[config.mk]
export PLATFORM = sky130hd
export DESIGN_NAME = rom_arbiter
export DESIGN_NICKNAME = d
export VERILOG_FILES = /design/src/rtl/rom_arbiter.sv
export SDC_FILE = /design/constraint.sdc
export NUM_CORES = 1
export LEC_CHECK = 0
export ABC_CLOCK_PERIOD_IN_PS = 3300
export CAP_MARGIN = 20
export CORE_MARGIN = 2
export CORE_UTILIZATION = 35
export DETAILED_ROUTE_END_ITERATION = 8
export PLACE_DENSITY = 0.9
export SLEW_MARGIN = 25
export SYNTH_ARGS = -nofsm -noshare
export SYNTH_HDL_FRONTEND = slang
export SYNTH_SLANG_ARGS = --single-unit
[constraint.sdc]
create_clock -name clk -period 3.3 [get_ports clk]
set_input_delay 0.495 -clock clk [delete_from_list [all_inputs] [get_ports clk]]
set_output_delay 0.495 -clock clk [all_outputs]
set_load 0.01 [all_outputs]
[src/rtl/rom_arbiter.sv]
`default_nettype none
// ============================================================================
// Module      : rom_arbiter
// Description : Two-port round-robin arbiter sharing a single-cycle ROM between
//               instruction fetch and data load, with misaligned-load flagging.
// Revision    : 1.0 - initial release
// ============================================================================
module rom_arbiter #(
    parameter int ADDR_WIDTH = 32,
    parameter int DATA_WIDTH = 32
) (
    input  logic                  clk,
    input  logic                  rst,
    input  logic                  if_req,
    input  logic [ADDR_WIDTH-1:0] if_addr,
    output logic                  if_gnt,
    output logic                  if_rvalid,
    output logic [DATA_WIDTH-1:0] if_rdata,
    input  logic                  ld_req,
    input  logic [ADDR_WIDTH-1:0] ld_addr,
    output logic                  ld_gnt,
    output logic                  ld_rvalid,
    output logic [DATA_WIDTH-1:0] ld_rdata,
    output logic                  ld_err,
    output logic                  rom_ce,
    output logic [ADDR_WIDTH-1:0] rom_addr,
    input  logic [DATA_WIDTH-1:0] rom_data
);

    localparam int c_OFF_W = $clog2(DATA_WIDTH / 8);

    logic                  r_last_ld;
    logic                  r_if_rvalid;
    logic                  r_ld_rvalid;
    logic                  r_ld_err;
    logic [DATA_WIDTH-1:0] r_if_rdata;
    logic [DATA_WIDTH-1:0] r_ld_rdata;

    logic w_if_gnt;
    logic w_ld_gnt;
    logic w_ld_mis;
    logic w_contest;

    generate
        if (c_OFF_W > 0) begin : g_align_chk
            assign w_ld_mis = |ld_addr[c_OFF_W-1:0];
        end else begin : g_no_align_chk
            assign w_ld_mis = 1'b0;
        end
    endgenerate

    // r_last_ld=1 means load won the last contested cycle, so fetch wins the next
    always_comb begin
        w_contest = if_req & ld_req;
        w_if_gnt  = 1'b0;
        w_ld_gnt  = 1'b0;
        if (!rst) begin
            w_if_gnt = if_req & (~ld_req | r_last_ld);
            w_ld_gnt = ld_req & (~if_req | ~r_last_ld);
        end
    end

    assign if_gnt   = w_if_gnt;
    assign ld_gnt   = w_ld_gnt;
    assign rom_ce   = w_if_gnt | (w_ld_gnt & ~w_ld_mis);
    assign rom_addr = w_if_gnt ? if_addr : (w_ld_gnt ? ld_addr : '0);

    always_ff @(posedge clk) begin
        if (rst) begin
            r_last_ld   <= 1'b1;
            r_if_rvalid <= 1'b0;
            r_ld_rvalid <= 1'b0;
            r_ld_err    <= 1'b0;
            r_if_rdata  <= '0;
            r_ld_rdata  <= '0;
        end else begin
            r_if_rvalid <= w_if_gnt;
            r_ld_rvalid <= w_ld_gnt;
            r_ld_err    <= w_ld_gnt & w_ld_mis;
            if (w_if_gnt) begin
                r_if_rdata <= rom_data;
            end
            if (w_ld_gnt) begin
                r_ld_rdata <= w_ld_mis ? '0 : rom_data;
            end
            if (w_contest) begin
                r_last_ld <= w_ld_gnt;
            end
        end
    end

    // A response due in a reset cycle is suppressed so a pre-reset grant never surfaces
    assign if_rvalid = r_if_rvalid & ~rst;
    assign ld_rvalid = r_ld_rvalid & ~rst;
    assign ld_err    = r_ld_err & ~rst;
    assign if_rdata  = r_if_rdata;
    assign ld_rdata  = r_ld_rdata;

endmodule
`default_nettype wire

## After elaboration in Yosys (flattened, before gate mapping)

Cells that the tools add are included.

- Mux-type cells: 5
- Bitwise operators: 16
- Reductions and logical operators: 1

Operator list:

| cell | count |
|---|---|
| 32-bit two-way mux | 3 |
| 1-bit AND | 8 |
| 1-bit inverter | 5 |
| 1-bit bitwise OR | 3 |
| 1-bit two-way mux | 2 |
| 2-bit OR reduction | 1 |

- Register bits after elaboration: 68
- Input bits: 100
- Logic and storage cells: 28
- Output and inout bits: 102

## Longest topological paths before layout

Gate-level depths: netlist of run 1.

- Depth in word-level cells: 6
- Gate-level depth with buffers: 7
- Depth with buffers taken out: 3

## Worst setup path before layout of run 1

OpenSTA, ideal clock, no wires.

- Path kind: input to output
- Start: input rst
- End: output rom_addr[16]
- Arrival time: 1.427 ns
- Data required time: 2.805 ns
- Stages: 7
- Path buffers: 4
- Slack: 1.378 ns
- Path through: buf_4 nor2b_1 buf_4 and2_4 buf_6 buf_6 a22o_1

- Longest elaborated chain between the ends: 3
- Elaborated cells on any way between the ends: 4
- Those cells by class: mux: 4

RTL lines:

| item | line | RTL |
|---|---|---|
| from (decl) | 13 | `input logic rst,` |
| 1-bit two-way mux | 57 | `if (!rst) begin` |
| 32-bit two-way mux | 66 | `assign rom_addr = w_if_gnt ? if_addr : (w_ld_gnt ? ld_addr : '0);` |
| 32-bit two-way mux * | 66 |  |
| to (decl) | 26 | `output logic [ADDR_WIDTH-1:0] rom_addr,` |

Every way passes the cells marked *; elsewhere a longest branch is shown, timed or not.

## Worst setup path in the final report of run 1

- Start: input if_req
- End: output rom_addr[4]

- Longest elaborated chain between the ends: 6
- Elaborated cells on any way between the ends: 8
- Those cells by class: mux: 4; bitwise: 4

RTL lines:

| item | line | RTL |
|---|---|---|
| from (decl) | 14 | `input logic if_req,` |
| 1-bit inverter | 59 | `w_ld_gnt = ld_req & (~if_req \| ~r_last_ld);` |
| 1-bit bitwise OR | 59 |  |
| 1-bit AND | 59 |  |
| 1-bit two-way mux | 57 |  |
| 32-bit two-way mux | 66 |  |
| 32-bit two-way mux * | 66 |  |

Marks and branches as above.

==> results_dict.tcl, run 1 <==
set metrics [dict create \
    status "finished clean" \
    layout-drive-gt1-share_pct 6.506 \
    portBuffers 201 \
    cts.repair.resized 0 \
    max_freq_mhz 323.0 \
    firstDrtPassIters 5 \
    ios 202 \
    ys.flop_type "dfxtp_1" \
    wl_per_cell_um 17.65 \
    ys_seq_area_share_pct 45.20 \
    ir_drop_v 0.0002116 \
    regArea_um2 1361 \
    maxCapViolations 0 \
    worstPathRequired_ns 2.80 \
    synth_simple_gate_area_share_pct 21.98 \
    reg2reg_slack_ns 1.79 \
    grt_pass1_vias 3496 \
    crit_fanout 34 \
    antenna_found_initial 0 \
    overflow 0 \
    hpwl_um 8295 \
    dp_slack_ns 0.2085 \
    hold_ws_ns 0.4684 \
    syn-instance-count 351 \
    fp-row-count 33 \
    path_clk_slew_ns 0.07 \
    skew_ns 0.008061 \
    cts_tree "yes" \
    start_util_pct 36.29 \
    cts_buffers 9 \
    internal-power_mw 1.665 \
    cts_max_level 3 \
    hold_viol 0 \
    p_sw_mw 0.5339 \
    fp.dieW_um 96.76 \
    synthAdderAreaFrac_pct 0 \
    design_power_total_mw 2.199 \
    ys_seq_elements 68 \
    synth_xor_area_share_pct 0 \
    r2r-start "r_last_ld" \
    crit_path_end "rom_addr[4]" \
    viasPerCell 5.476 \
    synth_area_per_cell_um2 8.580 \
    drt_iter0_markers 185 \
    yosysWarnings 0 \
    worst_slew_pin_slew_ns 0.4775 \
    fill_cells 698 \
    critical_path_class "in2out" \
    switching_share_pct 24.28 \
    drc 0 \
    p_clk_share_pct 39.5 \
    cts_setup_buffers 0 \
    pwr-share-comb_pct 20.7 \
    async_reset_ff_share_pct 0 \
    critPathLaunchType "input pin" \
    syn2layout_area_growth_pct 75.70 \
    die_h_um 96.76 \
    min_from "ld_rdata[30]" \
    utilization_pct 63.76 \
    vias 3521 \
    synth_compound_area_share_pct 25.92 \
    end_kind "output pin" \
    setup_tns_ns 0 \
    syn-num-nets 451 \
    nets 633 \
    gp_congestion 0.8419 \
    multi_input_area_um2 1448 \
    finalCritPeriodShare_pct 93.82 \
    track_usage_pct 23.15 \
    holdBufCountCts 0 \
    slew_headroom_pct 68.17 \
    cts.sinks 68 \
    synth_top_family_by_area "compound AO/OA/AOI/OAI gates" \
    power_density_nw_per_um2 415.5 \
    clk_latency_ns 0.34 \
    cp.arrival_ns 2.60 \
    power_frac_seq_pct 39.8 \
    postRouteAntennaNets 0 \
    synth_cell_types 27 \
    hold_path_class "reg2reg" \
    reg2reg_depth 4 \
    design.core.area_um2 8299 \
    synth_enable_flop_cells 0 \
    rsz0062_at_grt "false" \
    synthMuxAreaShare_pct 0 \
    syn-cell-area_um2 3012 \
    clock_path_buffers 2 \
    die_area_um2 9363 \
    drv_slew 0 \
    setup_violations 0 \
    cts_root_buf "clkbuf_8" \
    worst_slack_ns 0.2040 \
    fin_crit_ns 3.096 \
    grt_max_degree 46 \
    diodes 0 \
    power.leakage_nw 1.890 \
    cp-startpoint "if_req" \
    regToRegEndpoint "ld_rdata[17]" \
    grt_pass1_wl_um 17640 \
    drt-total-wl_um 11350 \
]
synthesized netlist by cell type, types with 3 or more instances:
library cell,n,share of area [%]
buf_6,4,1.5
buf_2,8,1.3
a21oi_1,33,5.5
o21ai_0,49,8.1
a22o_1,32,9.3
nand2b_1,33,6.9
nand3_1,32,5.3
dfxtp_1,68,45
nor2b_1,4,0.83
o21ai_1,15,2.5
nand4_1,32,6.6
clkbuf_1,22,2.7
buf_1,3,0.37
layer usage:
metal  up-vias  GRT usage [%]  part of all wire [%]
met1      1653          25.88                    36
li1       1650              -                     -
met2       197          41.93                    54
met4         0          9.209                   2.3
met3        21          5.708                   8.3
met5         -              0                     0
how the worst min path moves through the flow:
stage	endpoint	slack, ns	cells after the start
floorplan	ld_rdata[0]	0.49	2
global placement	ld_rdata[24]	0.45	2
detailed placement	ld_rdata[23]	0.45	2
CTS	ld_rdata[23]	0.47	2
global route	ld_rdata[30]	0.49	2
finish	ld_rdata[30]	0.47	2
cells by family after synthesis:
| family | Yosys count |
|---|---|
| and+or+nand+nor | 110 |
| DFF | 68 |
| buffers and inverters | 42 |
| AOI/OAI and AO/OA | 131 |
stage by stage:
stage / cell area, um2 / instances
2_1_floorplan: 3012 / 351
3_3_place_gp: 5034 / 627
3_5_place_dp: 5034 / 627
4_1_cts: 5291 / 643
5_1_grt: 5291 / 643
6_report: 5291 / 643
power by group through the flow:
stage               clock network [mW]  registers (mW)  logic (mW)
floorplan                            0           0.905       0.158
global placement                     0           0.891       0.449
detailed placement                   0           0.893       0.456
CTS                              0.877           0.874       0.458
global route                     0.905           0.878       0.484
finish                           0.869           0.874       0.456
cell type report:
type	instances	share of cell area [%]
clock inverter	5	2.010
sequential	68	25.73
tap	105	2.483
multi-input combinational	241	27.36
clock buffer	11	2.861
timing repair buffer	212	39.49
inverter	1	0.07094
cell usage in the layout (no fill, tap or decap), types with 3 or more instances in the layout:
master           netlist  routed
clkdlybuf4s50_1        0     200
nor2b_1                4       3
nand2b_1              33      33
clkbuf_8               0      11
nand3_1               32      32
a22o_1                32      32
dfxtp_1               68      68
o21ai_1               15      15
a21oi_1               33      33
o21ai_0               49      49
nand4_1               32      32
bufinv_16              0       3
buf_4                  2      11
critical path, stage by stage:
cell and delay, ns:
clkdlybuf4s50_1 0.65, inv_2 0.09, nor3_4 0.16, buf_4 0.35
a22o_1 0.28, clkdlybuf4s50_1 0.56
sequential cells by signal, summed over array words and instances (netlist names):
signal       flops
r_ld_rvalid      1
r_ld_err         1
r_last_ld        1
ld_rdata        32
r_if_rvalid      1
if_rdata        32
(Power assumes the default switching activity.)
==> inputs of run 2 (changes only) <==
--- a/config.mk
+++ b/config.mk
@@ -7,10 +7,12 @@
 export LEC_CHECK = 0
 export ABC_CLOCK_PERIOD_IN_PS = 3300
 export CAP_MARGIN = 20
+export CELL_PAD_IN_SITES_DETAIL_PLACEMENT = 1
+export CELL_PAD_IN_SITES_GLOBAL_PLACEMENT = 1
 export CORE_MARGIN = 2
-export CORE_UTILIZATION = 35
+export CORE_UTILIZATION = 26
 export DETAILED_ROUTE_END_ITERATION = 8
-export PLACE_DENSITY = 0.9
+export PLACE_DENSITY = 0.95
 export SLEW_MARGIN = 25
 export SYNTH_ARGS = -nofsm -noshare
 export SYNTH_HDL_FRONTEND = slang
==> results_dict.tcl, run 2 (synthesized netlist as in run 1, its figures left out) <==
set metrics [dict create \
    max_freq_mhz 339.1 \
    syn2layout_area_growth_pct 78.85 \
    clock_path_buffers 2 \
    overflow 0 \
    drt-total-wl_um 13520 \
    setup_tns_ns 0 \
    skew_ns 0.004895 \
    finalCritPeriodShare_pct 89.37 \
    crit_top_cell "clkdlybuf4s50_1" \
    cp_slowest_cell "clkdlybuf4s50_1" \
    crit_buf_inv 2 \
    pwr-share-comb_pct 20.8 \
    clk_latency_ns 0.32 \
    path_cells "clkdlybuf4s50_1, nor2b_2, and2_4, a22o_1, clkdlybuf4s50_1" \
    cts_setup_buffers 0 \
    holdBufCountCts 0 \
    cts.sinks 68 \
    postRouteAntennaNets 0 \
    fp.dieW_um 111.6 \
    internal-power_mw 1.704 \
    vias 3543 \
    maxCapViolations 0 \
    ios 202 \
    worstPathRequired_ns 2.80 \
    rsz0062_at_grt "false" \
    viasPerCell 5.195 \
    fp-row-count 39 \
    path_clk_slew_ns 0.05 \
    start_util_pct 26.49 \
    cts_buffers 9 \
    hpwl_um 10020 \
    portBuffers 201 \
    wl_per_cell_um 19.83 \
    cts.repair.resized 0 \
    diodes 0 \
    hold_ws_ns 0.4685 \
    worst_slew_pin_slew_ns 0.4357 \
    design_power_total_mw 2.274 \
    design.core.area_um2 11370 \
    switching_share_pct 25.07 \
    p_sw_mw 0.5701 \
    layout-drive-gt1-share_pct 6.308 \
    critical_path_class "in2out" \
    layout_commonest_cell "clkdlybuf4s50_1" \
    max_stage_delay_ns 0.60 \
    power.leakage_nw 1.911 \
    fill_cells 1311 \
    drt_iter0_markers 246 \
    setup_violations 0 \
    crit_fanout 35 \
    final_cell_mix "clkdlybuf4s50_1, dfxtp_1, o21ai_0, nand2b_1, a21oi_1" \
    status "finished clean" \
    antenna_found_initial 0 \
    fin_crit_ns 2.949 \
    final_cells 682 \
    nets 634 \
    grt_max_degree 39 \
    firstDrtPassIters 5 \
    crit_family "buffers and inverters" \
    cp.arrival_ns 2.45 \
    grt_pass1_wl_um 20730 \
    slew_headroom_pct 70.95 \
    drv_slew 0 \
    drc 0 \
    critPathLaunchType "input pin" \
    ir_drop_v 0.0002280 \
    end_kind "output pin" \
    gp_congestion 0.8887 \
    cts_tree "yes" \
    power_frac_seq_pct 38.6 \
    track_usage_pct 20.98 \
    hold_viol 0 \
    cts_root_buf "clkbuf_16" \
    cts_max_level 3 \
    power_density_nw_per_um2 422.2 \
    die_area_um2 12460 \
    grt_pass1_vias 3811 \
    die_h_um 111.6 \
    hold_path_class "reg2reg" \
    dp_cells 666 \
    p_clk_share_pct 40.6 \
]
-- run 2: path summary, 6_finish.rpt --
check	from	end	slack, ns	depth (start not counted)
worst max-delay path	ld_req	rom_addr[3]	0.35	5
worst min-delay path	ld_rdata[24]	ld_rdata[24]	0.47	2
worst max register to register	r_last_ld	ld_rdata[4]	1.74	4
worst min register to register	ld_rdata[24]	ld_rdata[24]	0.47	2
-- run 2: worst reg2reg max path: cells and delay by family (launching register included) --
kind	cells	cell delay (ns)
buffers and inverters	1	0.41
AND/OR/NAND/NOR	2	0.46
AO/OA/AOI/OAI	1	0.20
flip-flops	1	0.35
-- run 2: power groups by stage --
stage / clock network (mW) / logic, mW / registers [mW]
final: 0.923 / 0.474 / 0.877
after global routing: 0.974 / 0.503 / 0.880
after CTS: 0.941 / 0.477 / 0.877
after detailed placement: 0 / 0.475 / 0.894
after global placement: 0 / 0.462 / 0.891
after floorplan: 0 / 0.158 / 0.905
-- run 2: area by class of cell --
class | count | area (um2) | share of cell area (%)
clock buffer | 11 | 232.7 | 4.321
clock inverter | 5 | 52.55 | 0.9756
inverter | 1 | 3.754 | 0.06969
multi-input combinational | 241 | 1448 | 26.88
sequential | 68 | 1361 | 25.27
tap | 143 | 178.9 | 3.322
timing repair buffer | 213 | 2110 | 39.16
-- run 2: through the flow --
step / instance area, um2 / setup slack [ns] / util (%)
detailed placement: 5101 / 0.3280 / 44.87
CTS: 5386 / 0.3150 / 47.38
global placement: 5101 / 0.3600 / 44.87
global route: 5386 / 0.2239 / 47.38
finish: 5386 / 0.3509 / 47.38
floorplan: 3012 / 1.378 / -
-- run 2: layer usage --
layer  wire [um]  global-route usage (%)  vias up
met2        7078                   39.19      162
li1            -                       -     1651
met1        5350                   23.03     1705
met3         703                   3.702       25
met4         392                   9.383        0
met5           0                       0        -
